`config.mk`:
```
export PLATFORM = sky130hd
export DESIGN_NAME = pipeline_hazard_ctrl_flat
export DESIGN_NICKNAME = d
export VERILOG_FILES = /design/src/rtl/pipeline_hazard_ctrl_if.sv /design/src/rtl/pipeline_hazard_ctrl.sv /design/src/flat_wrapper.sv
export SDC_FILE = /design/constraint.sdc
export NUM_CORES = 1
export LEC_CHECK = 0
export ABC_CLOCK_PERIOD_IN_PS = 2300
export BUFFER_PORTS_ARGS = -buffer_cell sky130_fd_sc_hd__buf_4
export CAP_MARGIN = 20
export CORE_ASPECT_RATIO = 0.7
export CORE_MARGIN = 5
export CORE_UTILIZATION = 45
export CTS_CLUSTER_SIZE = 16
export DETAILED_ROUTE_END_ITERATION = 8
export PLACE_DENSITY_LB_ADDON = 0.2
export REMOVE_ABC_BUFFERS = 1
export SETUP_SLACK_MARGIN = 0.3
export SYNTH_ARGS = -nofsm -noshare
export SYNTH_HDL_FRONTEND = slang
export SYNTH_SLANG_ARGS = --single-unit
```
`constraint.sdc`:
```
create_clock -name clk -period 2.3 [get_ports clk]
set_input_delay 0.345 -clock clk [delete_from_list [all_inputs] [get_ports clk]]
set_output_delay 0.345 -clock clk [all_outputs]
set_load 0.05 [all_outputs]
```
`src/rtl/pipeline_hazard_ctrl_if.sv`:
```
// Control bundle between the hazard sequencer and the core pipeline/DRAM port.
// master: the sequencer; slave: the pipeline and memory side.
interface pipeline_hazard_ctrl_if #(
    parameter int CNT_W = 32
);
    logic [4:0]       rs1_id_i;
    logic [4:0]       rs2_id_i;
    logic             rs1_used_id_i;
    logic             rs2_used_id_i;
    logic [4:0]       wr_ex_i;
    logic             rf_we_ex_i;
    logic [1:0]       wd_sel_ex_i;
    logic             branch_taken_ex_i;
    logic             mem_req_mem_i;
    logic             dram_ready_i;
    logic             dram_req_o;
    logic             stall_if_o;
    logic             stall_id_o;
    logic             stall_ex_o;
    logic             flush_id_o;
    logic             flush_ex_o;
    logic             bubble_wb_o;
    logic             mem_timeout_o;
    logic [CNT_W-1:0] stall_cnt_o;

    modport master (
        input  rs1_id_i, rs2_id_i, rs1_used_id_i, rs2_used_id_i,
        input  wr_ex_i, rf_we_ex_i, wd_sel_ex_i, branch_taken_ex_i,
        input  mem_req_mem_i, dram_ready_i,
        output dram_req_o, stall_if_o, stall_id_o, stall_ex_o,
        output flush_id_o, flush_ex_o, bubble_wb_o, mem_timeout_o, stall_cnt_o
    );

    modport slave (
        output rs1_id_i, rs2_id_i, rs1_used_id_i, rs2_used_id_i,
        output wr_ex_i, rf_we_ex_i, wd_sel_ex_i, branch_taken_ex_i,
        output mem_req_mem_i, dram_ready_i,
        input  dram_req_o, stall_if_o, stall_id_o, stall_ex_o,
        input  flush_id_o, flush_ex_o, bubble_wb_o, mem_timeout_o, stall_cnt_o
    );
endinterface

```
`src/rtl/pipeline_hazard_ctrl.sv`:
```
// Stall/flush sequencer for the 5-stage core: load-use and branch hazards plus
// the MEM-stage DRAM wait handshake with timeout abort.
module pipeline_hazard_ctrl #(
    parameter int         MEM_TIMEOUT = 16,
    parameter logic [1:0] WD_SEL_DRAM = 2'b01,
    parameter int         CNT_W       = 32
) (
    input  logic                   clk,
    input  logic                   rst_n,
    pipeline_hazard_ctrl_if.master bus
);
    localparam int              WC_W   = $clog2(MEM_TIMEOUT) + 1;
    localparam logic [WC_W-1:0] WC_MAX = WC_W'(MEM_TIMEOUT);

    typedef enum logic [1:0] {
        RUN      = 2'd0,
        MEM_WAIT = 2'd1,
        ABORT    = 2'd2
    } state_t;

    state_t          state, state_nxt;
    logic [WC_W-1:0] wcnt, wcnt_nxt;
    logic            timeout_set;
    logic            load_use;
    logic            mem_stall;
    logic            dram_req;
    logic            stall_if, stall_id, stall_ex;
    logic            flush_id, flush_ex, bubble_wb;
    logic            mem_timeout;
    logic [CNT_W-1:0] stall_cnt;

    always_ff @(posedge clk or negedge rst_n) begin
        if (!rst_n) begin
            state       <= RUN;
            wcnt        <= '0;
            mem_timeout <= 1'b0;
            stall_cnt   <= '0;
        end else begin
            state <= state_nxt;
            wcnt  <= wcnt_nxt;
            if (timeout_set)
                mem_timeout <= 1'b1;
            if (stall_if && (stall_cnt != {CNT_W{1'b1}}))
                stall_cnt <= stall_cnt + CNT_W'(1);
        end
    end

    always_comb begin
        state_nxt   = state;
        wcnt_nxt    = wcnt;
        timeout_set = 1'b0;
        dram_req    = 1'b0;
        stall_if    = 1'b0;
        stall_id    = 1'b0;
        stall_ex    = 1'b0;
        flush_id    = 1'b0;
        flush_ex    = 1'b0;
        bubble_wb   = 1'b0;

        load_use = bus.rf_we_ex_i && (bus.wd_sel_ex_i == WD_SEL_DRAM) && (bus.wr_ex_i != 5'd0) &&
                   ((bus.rs1_used_id_i && (bus.rs1_id_i == bus.wr_ex_i)) ||
                    (bus.rs2_used_id_i && (bus.rs2_id_i == bus.wr_ex_i)));

        case (state)
            RUN:      dram_req = bus.mem_req_mem_i;
            MEM_WAIT: dram_req = 1'b1;
            default:  dram_req = 1'b0;
        endcase
        mem_stall = dram_req && !bus.dram_ready_i;

        // A memory freeze holds any pending branch/load-use until release.
        if (mem_stall) begin
            stall_if  = 1'b1;
            stall_id  = 1'b1;
            stall_ex  = 1'b1;
            bubble_wb = 1'b1;
        end else if (bus.branch_taken_ex_i) begin
            flush_id = 1'b1;
            flush_ex = 1'b1;
        end else if (load_use) begin
            stall_if = 1'b1;
            stall_id = 1'b1;
            flush_ex = 1'b1;
        end
        if (state == ABORT)
            bubble_wb = 1'b1;

        case (state)
            RUN: begin
                if (bus.mem_req_mem_i && !bus.dram_ready_i) begin
                    state_nxt = MEM_WAIT;
                    wcnt_nxt  = WC_W'(1);
                end
            end
            MEM_WAIT: begin
                if (bus.dram_ready_i) begin
                    state_nxt = RUN;
                    wcnt_nxt  = '0;
                end else if (wcnt == WC_MAX) begin
                    state_nxt   = ABORT;
                    wcnt_nxt    = '0;
                    timeout_set = 1'b1;
                end else begin
                    wcnt_nxt = wcnt + WC_W'(1);
                end
            end
            default: begin
                state_nxt = RUN;
                wcnt_nxt  = '0;
            end
        endcase

        if (!rst_n) begin
            dram_req  = 1'b0;
            stall_if  = 1'b0;
            stall_id  = 1'b0;
            stall_ex  = 1'b0;
            flush_id  = 1'b0;
            flush_ex  = 1'b0;
            bubble_wb = 1'b0;
        end
    end

    assign bus.dram_req_o    = dram_req;
    assign bus.stall_if_o    = stall_if;
    assign bus.stall_id_o    = stall_id;
    assign bus.stall_ex_o    = stall_ex;
    assign bus.flush_id_o    = flush_id;
    assign bus.flush_ex_o    = flush_ex;
    assign bus.bubble_wb_o   = bubble_wb;
    assign bus.mem_timeout_o = mem_timeout;
    assign bus.stall_cnt_o   = stall_cnt;
endmodule

```
`src/flat_wrapper.sv`:
```
// flat-port wrapper written by rule: the top's interface ports become plain ports
module pipeline_hazard_ctrl_flat 
#(
    parameter int         MEM_TIMEOUT = 16,
    parameter logic [1:0] WD_SEL_DRAM = 2'b01,
    parameter int         CNT_W       = 32
)
  (clk, rst_n, bus_rs1_id_i, bus_rs2_id_i, bus_rs1_used_id_i, bus_rs2_used_id_i, bus_wr_ex_i, bus_rf_we_ex_i, bus_wd_sel_ex_i, bus_branch_taken_ex_i, bus_mem_req_mem_i, bus_dram_ready_i, bus_dram_req_o, bus_stall_if_o, bus_stall_id_o, bus_stall_ex_o, bus_flush_id_o, bus_flush_ex_o, bus_bubble_wb_o, bus_mem_timeout_o, bus_stall_cnt_o);
  pipeline_hazard_ctrl_if #(.CNT_W(CNT_W)) bus_i ();
  input  logic clk;
  input  logic rst_n;
  input wire logic [$bits(bus_i.rs1_id_i)-1:0] bus_rs1_id_i;
  input wire logic [$bits(bus_i.rs2_id_i)-1:0] bus_rs2_id_i;
  input wire logic [$bits(bus_i.rs1_used_id_i)-1:0] bus_rs1_used_id_i;
  input wire logic [$bits(bus_i.rs2_used_id_i)-1:0] bus_rs2_used_id_i;
  input wire logic [$bits(bus_i.wr_ex_i)-1:0] bus_wr_ex_i;
  input wire logic [$bits(bus_i.rf_we_ex_i)-1:0] bus_rf_we_ex_i;
  input wire logic [$bits(bus_i.wd_sel_ex_i)-1:0] bus_wd_sel_ex_i;
  input wire logic [$bits(bus_i.branch_taken_ex_i)-1:0] bus_branch_taken_ex_i;
  input wire logic [$bits(bus_i.mem_req_mem_i)-1:0] bus_mem_req_mem_i;
  input wire logic [$bits(bus_i.dram_ready_i)-1:0] bus_dram_ready_i;
  output wire logic [$bits(bus_i.dram_req_o)-1:0] bus_dram_req_o;
  output wire logic [$bits(bus_i.stall_if_o)-1:0] bus_stall_if_o;
  output wire logic [$bits(bus_i.stall_id_o)-1:0] bus_stall_id_o;
  output wire logic [$bits(bus_i.stall_ex_o)-1:0] bus_stall_ex_o;
  output wire logic [$bits(bus_i.flush_id_o)-1:0] bus_flush_id_o;
  output wire logic [$bits(bus_i.flush_ex_o)-1:0] bus_flush_ex_o;
  output wire logic [$bits(bus_i.bubble_wb_o)-1:0] bus_bubble_wb_o;
  output wire logic [$bits(bus_i.mem_timeout_o)-1:0] bus_mem_timeout_o;
  output wire logic [$bits(bus_i.stall_cnt_o)-1:0] bus_stall_cnt_o;
  assign bus_i.rs1_id_i = bus_rs1_id_i;
  assign bus_i.rs2_id_i = bus_rs2_id_i;
  assign bus_i.rs1_used_id_i = bus_rs1_used_id_i;
  assign bus_i.rs2_used_id_i = bus_rs2_used_id_i;
  assign bus_i.wr_ex_i = bus_wr_ex_i;
  assign bus_i.rf_we_ex_i = bus_rf_we_ex_i;
  assign bus_i.wd_sel_ex_i = bus_wd_sel_ex_i;
  assign bus_i.branch_taken_ex_i = bus_branch_taken_ex_i;
  assign bus_i.mem_req_mem_i = bus_mem_req_mem_i;
  assign bus_i.dram_ready_i = bus_dram_ready_i;
  assign bus_dram_req_o = bus_i.dram_req_o;
  assign bus_stall_if_o = bus_i.stall_if_o;
  assign bus_stall_id_o = bus_i.stall_id_o;
  assign bus_stall_ex_o = bus_i.stall_ex_o;
  assign bus_flush_id_o = bus_i.flush_id_o;
  assign bus_flush_ex_o = bus_i.flush_ex_o;
  assign bus_bubble_wb_o = bus_i.bubble_wb_o;
  assign bus_mem_timeout_o = bus_i.mem_timeout_o;
  assign bus_stall_cnt_o = bus_i.stall_cnt_o;
  pipeline_hazard_ctrl #(.MEM_TIMEOUT(MEM_TIMEOUT), .WD_SEL_DRAM(WD_SEL_DRAM), .CNT_W(CNT_W)) u_core (.clk(clk), .rst_n(rst_n), .bus(bus_i));
endmodule
```
==> results of run 1 <==
state kept, by name, summed over array words and instances (netlist names):
name,flops
u_core.wcnt,5
u_core.state,2
u_core.bus.stall_cnt_o,32
u_core.bus.mem_timeout_o,1
critical path: cells and delay by family:
| kind | cells | cell delay (ps) |
|---|---|---|
| buffers and inverters | 1 | 90 |
| AOI/OAI and AO/OA | 2 | 690 |
| xor gates and xnor gates | 2 | 370 |
| and+or+nand+nor | 2 | 750 |
synthesized netlist by cell type (2+ instances only):
cell type	count	area, µm²
clkbuf_1	2	7.51
nand3_1	17	85.1
nor4b_1	2	17.5
and4_1	4	35.0
or4_1	2	15.0
xor2_1	36	315
mux2_2	2	22.5
xnor2_1	5	43.8
nand2_1	15	56.3
nor2_1	22	82.6
nand4_1	9	56.3
ha_1	3	37.5
nor3b_1	3	22.5
inv_1	6	22.5
dfrtp_1	40	1000
and3_1	7	43.8
o31ai_1	2	15.0
and2_1	6	37.5
nor4_1	8	50.1
nand2b_1	2	12.5
buf_2	2	10.0
nor3_1	14	70.1
a21oi_1	5	25.0
logic make-up (layout without fill, tap and decap cells):
group	count (synthesis)	count (layout)	share of synthesized area
AND/OR/NAND/NOR	118	118	0.281
flip-flops	40	40	0.438
AO/OA/AOI/OAI	18	18	0.0723
adder cells (fa/ha/maj)	3	3	0.0164
buffers and inverters	12	107	0.0257
XOR/XNOR	41	41	0.157
multiplexers	2	2	0.00985
layer usage:
layer,track usage,vias up,wire (µm)
li1,-,1033,-
met1,0.277,1024,2910
met2,0.272,62,2950
met3,0.0412,9,361
met4,0.0496,0,112
met5,0,-,0
final timing paths:
| kind | slack (ps) | cells past startpoint | end |
|---|---|---|---|
| max | 250 | 7 | u_core.bus.stall_cnt_o[15] |
| max in group asynchronous | 1980 | 2 | u_core.bus.stall_cnt_o[2] |
| min | 30 | 2 | u_core.state[0] |
| min reg2reg | 490 | 1 | u_core.bus.mem_timeout_o |
| min in group clk | 280 | 2 | u_core.state[1] |
| max reg2reg | 300 | 7 | u_core.bus.stall_cnt_o[15] |
area by class of cell:
class / instances / area (µm²) / area share
clock buffer: 5 / 68.8 / 0.0204
clock inverter: 2 / 12.5 / 0.00370
inverter: 6 / 22.5 / 0.00666
multi-input combinational: 182 / 1430 / 0.424
sequential: 40 / 1010 / 0.298
tap: 69 / 86.3 / 0.0255
timing repair buffer: 94 / 751 / 0.222
power breakdown:
| part | leakage [µW] | internal [µW] | switching [µW] | total (µW) |
|---|---|---|---|---|
| clock | 0.0000400 | 206 | 252 | 458 |
| combinational | 0.00111 | 328 | 489 | 817 |
| sequential | 0.000537 | 780 | 102 | 882 |
| total | 0.00169 | 1310 | 842 | 2160 |
stage by stage:
| stage | setup TNS [ps] | power, µW |
|---|---|---|
| floorplan | -5710 | 1320 |
| global placement | 0 | 1550 |
| detailed placement | -30.8 | 1560 |
| CTS | 0 | 2050 |
| global route | 0 | 2290 |
| finish | 0 | 2160 |
timing repair:
action / CTS / global route
setup endpoints to repair: 25 / 33
buffers inserted: 3 / 15
cloned: 0 / 0
pin swaps: 10 / 13
gates resized for setup: 16 / 41
hold buffers: 0 / 0
==> impl_metrics.toml, run 1 <==
[logic_synthesis]
avgSynthCellArea_um2 = 9.77
yosysSeqAreaShare = 0.438
ys_ff_latch = 40
syn_area_um2 = 2290
synth_edf_count = 0
synth_cell_types = 43
synthCells = 234
yosys_warnings = 0
synthFlopType = "dfrtp_1"
postSynth.asyncResetShare = 1.00

[clocking]
htree_levels = 2
cts.sinks = 40
numCtsBuffers = 5
clock_path_buffers = 2
cts_root_buf = "clkbuf_8"
clk_latency_ps = 290
cts_tree = "done"
clk_pin_slew_ps = 80

[timing]
skew_ps = 4.25
drv_slew = 0
tightest_slew_ps = 392
hold_slack_ps = 34.9
fin_ws_ps = 247
final.min_clock_period_ps = 2050
hold_viol_final = 0
rsz0062_at_grt = "yes"
fin_crit_sh = 0.893
setup_viol = 0
relSlewSlack = 0.738
max_freq_mhz = 487

[setup_path]
worstPathMaxFanout = 20
required_ps = 2510
setup.worst_path.end_class = "register"
r2r_start = "u_core.bus.stall_cnt_o[1]"
startpoint_type = "input port"
crit_chain = "buf_6 -> xor2_1 -> nor4_2 -> a32oi_2 -> o32a_4 -> nor4_2 -> xor2_1"
cp_slowest_stage_delay_ps = 500
slowest_stage = "o32a_4"
crit_type = "input port to register"
startpoint = "bus_rs1_id_i[1]"
crit_arrival_ps = 2260

[run_status]
run_status = "complete, no violations"

[detailed_routing]
via_count = 2128
wirelength_um = 6330
drc_errors = 0
drtIter0Drc = 95
vias_per_cell = 5.35
first_pass_iters = 4
antenna_left = 0
wire_per_inst_um = 15.9

[layout]
post-route-util = 0.695
most-common-layout-cells = "buf_4, xor2_1, dfrtp_1"
fill_cells = 372
fin_area_um2 = 3380
areaGrowthSynthToFinish_pct = 47.9
diodes = 0
stdcell_count = 398
nets = 357
layout_commonest_cell = "buf_4"
post_route_cells_drive_above_1_share = 0.429

[power_and_ir_drop]
ir_drop_v = 0.000314
p_leak_uw = 0.00169
power.density_nw_per_um2 = 638

[place]
port_buffers = 64
place_ws_ps = -30.8
placed_area_um2 = 2910
gp_congestion = 0.852
dp_hpwl_um = 4310
dp_cells = 373

[floorplanning]
die_w_um = 95.2
die_h_um = 69.6
start_util = 0.470
dieArea_um2 = 6630
num_rows = 21
io_pins = 65
core_um2 = 4860

[grt]
grt_pass1_vias = 2033
overflow = 0
grt.total_usage = 0.187
antenna_found_initial = 0
grt_pass1_wl_um = 9950
grt_max_degree = 23

[run]
max-cap-violations = 0

[hold_path]
hold_class = "input port to async pin"
Note: power is estimated with default switching activity, not from simulation.
==> run 2: changes to the inputs <==
ABC_CLOCK_PERIOD_IN_PS = 1900   (was 2300)
CAP_MARGIN = not set   (was 20)
clock period = 1.9 ns   (was 2.3 ns; I/O delays follow)
==> run 2 against run 1 <==
The run now ends with negative setup slack left. Critical endpoint is now u_core.bus.stall_cnt_o[11]. Critical path type is now register to register. Clock-buffer cell count grew 2. Non-clock buffer count is 43 higher. Power grew 50%.
==> impl_metrics.toml, run 2 (synthesis results as in run 1) <==
[detailed_routing]
wire_per_inst_um = 21.6
vias_per_cell = 6.04
first_pass_iters = 5
drc_errors = 0
antenna_left = 0
via_count = 2682
wirelength_um = 9580
drtIter0Drc = 287

[layout]
areaGrowthSynthToFinish_pct = 82.6
seqCellArea_um2 = 1000
layout_commonest_cell = "buf_4"
most-common-layout-cells = "buf_4, dfrtp_1, xor2_1"
largest_register_ffs = 32
diodes = 0
post-route-util = 0.859
multi_input_area_um2 = 1750
post_route_cells_drive_above_1_share = 0.579
nets = 402
fill_cells = 218

[clocking]
htree_levels = 2
cts.sinks = 40
cts_root_buf = "clkbuf_8"
numCtsBuffers = 5
clock_path_buffers = 2
clk_pin_slew_ps = 80
clk_latency_ps = 300
cts_tree = "done"

[timing]
rsz0062_at_grt = "yes"
drv_slew = 0
relSlewSlack = 0.736
tns_ps = -2010
fin_crit_sh = 1.07
hold_viol_final = 0
tightest_slew_ps = 390
max_freq_mhz = 491
skew_ps = 5.22
fin_ws_ps = -137
hold_slack_ps = 49.8
setup_viol = 29
final.min_clock_period_ps = 2040

[floorplanning]
dieArea_um2 = 6630
die_w_um = 95.2
start_util = 0.470
io_pins = 65
num_rows = 21
die_h_um = 69.6
core_um2 = 4860

[hold_path]
hold_class = "input port to async pin"

[place]
dp_hpwl_um = 4850
place_ws_ps = -334
port_buffers = 64
gp_congestion = 0.817

[run]
max-cap-violations = 0

[grt]
grt_pass1_wl_um = 11700
grt_pass1_vias = 2375
grt_max_degree = 21
grt.total_usage = 0.223
overflow = 0
antenna_found_initial = 0

[setup_path]
required_ps = 2080
crit_type = "register to register"
crit_chain = "and3_4 -> nand4_1 -> buf_6 -> o41a_1 -> nand2_2 -> nor3b_2 -> xor2_1"
setup.worst_path.end_class = "register"
startpoint_type = "register"
worstPathMaxFanout = 3
slowest_stage = "o41a_1"
crit_arrival_ps = 2220
cp_slowest_stage_delay_ps = 480

[power_and_ir_drop]
ir_drop_v = 0.000396
fin_total_pwr_uw = 3230
power.density_nw_per_um2 = 774
p_leak_uw = 0.00207

[run_status]
violations = "negative setup slack"
run_status = "complete, but fails checks"
run 2: routing by layer:
| layer | wire, µm | vias up | GRT usage |
|---|---|---|---|
| met5 | 0 | - | 0 |
| met3 | 800 | 42 | 0.0380 |
| met4 | 365 | 0 | 0.0816 |
| met2 | 4480 | 194 | 0.348 |
| met1 | 3930 | 1323 | 0.308 |
| li1 | - | 1123 | - |
run 2: worst max-delay path, delay by kind of cell, from the launching register on:
kind / cells / cell delay, ps
XOR/XNOR: 1 / 130
flip-flops: 1 / 380
AO/OA/AOI/OAI: 1 / 480
AND/OR/NAND/NOR: 4 / 680
buffers and inverters: 1 / 230
run 2: stage by stage:
| stage | cell area [µm²] | cells |
|---|---|---|
| detailed placement | 3160 | 407 |
| floorplan | 2250 | 228 |
| finish | 4180 | 444 |
| CTS | 3660 | 427 |
| global placement | 3160 | 407 |
| global route | 4180 | 444 |
run 2: path summary, 6_finish.rpt:
kind                       slack (ps)                          to  cells after the start                       start
setup / recovery                 -140  u_core.bus.stall_cnt_o[11]                      7  u_core.bus.stall_cnt_o[13]
hold / removal                     50  u_core.bus.stall_cnt_o[27]                      2                       rst_n
min in group clk                  280             u_core.state[1]                      2            bus_dram_ready_i
hold reg to reg                   490    u_core.bus.mem_timeout_o                      1    u_core.bus.mem_timeout_o
setup reg to reg                 -140  u_core.bus.stall_cnt_o[11]                      7  u_core.bus.stall_cnt_o[13]
max in group asynchronous        1110   u_core.bus.stall_cnt_o[2]                      2                       rst_n
run 2: repair_timing:
| action | 4_1_cts | 5_1_grt |
|---|---|---|
| endpoints found under the hold margin | 6 | 0 |
| setup endpoints to repair | 38 | 39 |
| pin swaps | 22 | 41 |
| hold buffers | 1 | 0 |
| gates cloned | 1 | 1 |
| gates resized for setup | 61 | 78 |
| buffers inserted | 10 | 16 |
run 2: final cells by class:
| type | count | share of cell area |
|---|---|---|
| multi-input combinational | 184 | 0.420 |
| timing repair buffer | 137 | 0.284 |
| sequential | 40 | 0.240 |
| clock buffer | 7 | 0.0231 |
| tap | 69 | 0.0207 |
| clock inverter | 1 | 0.00719 |
| inverter | 6 | 0.00539 |
run 2: power by group:
part           switching (µW)  internal [µW]
combinational             847            587
sequential               82.2            940
clock                     313            464
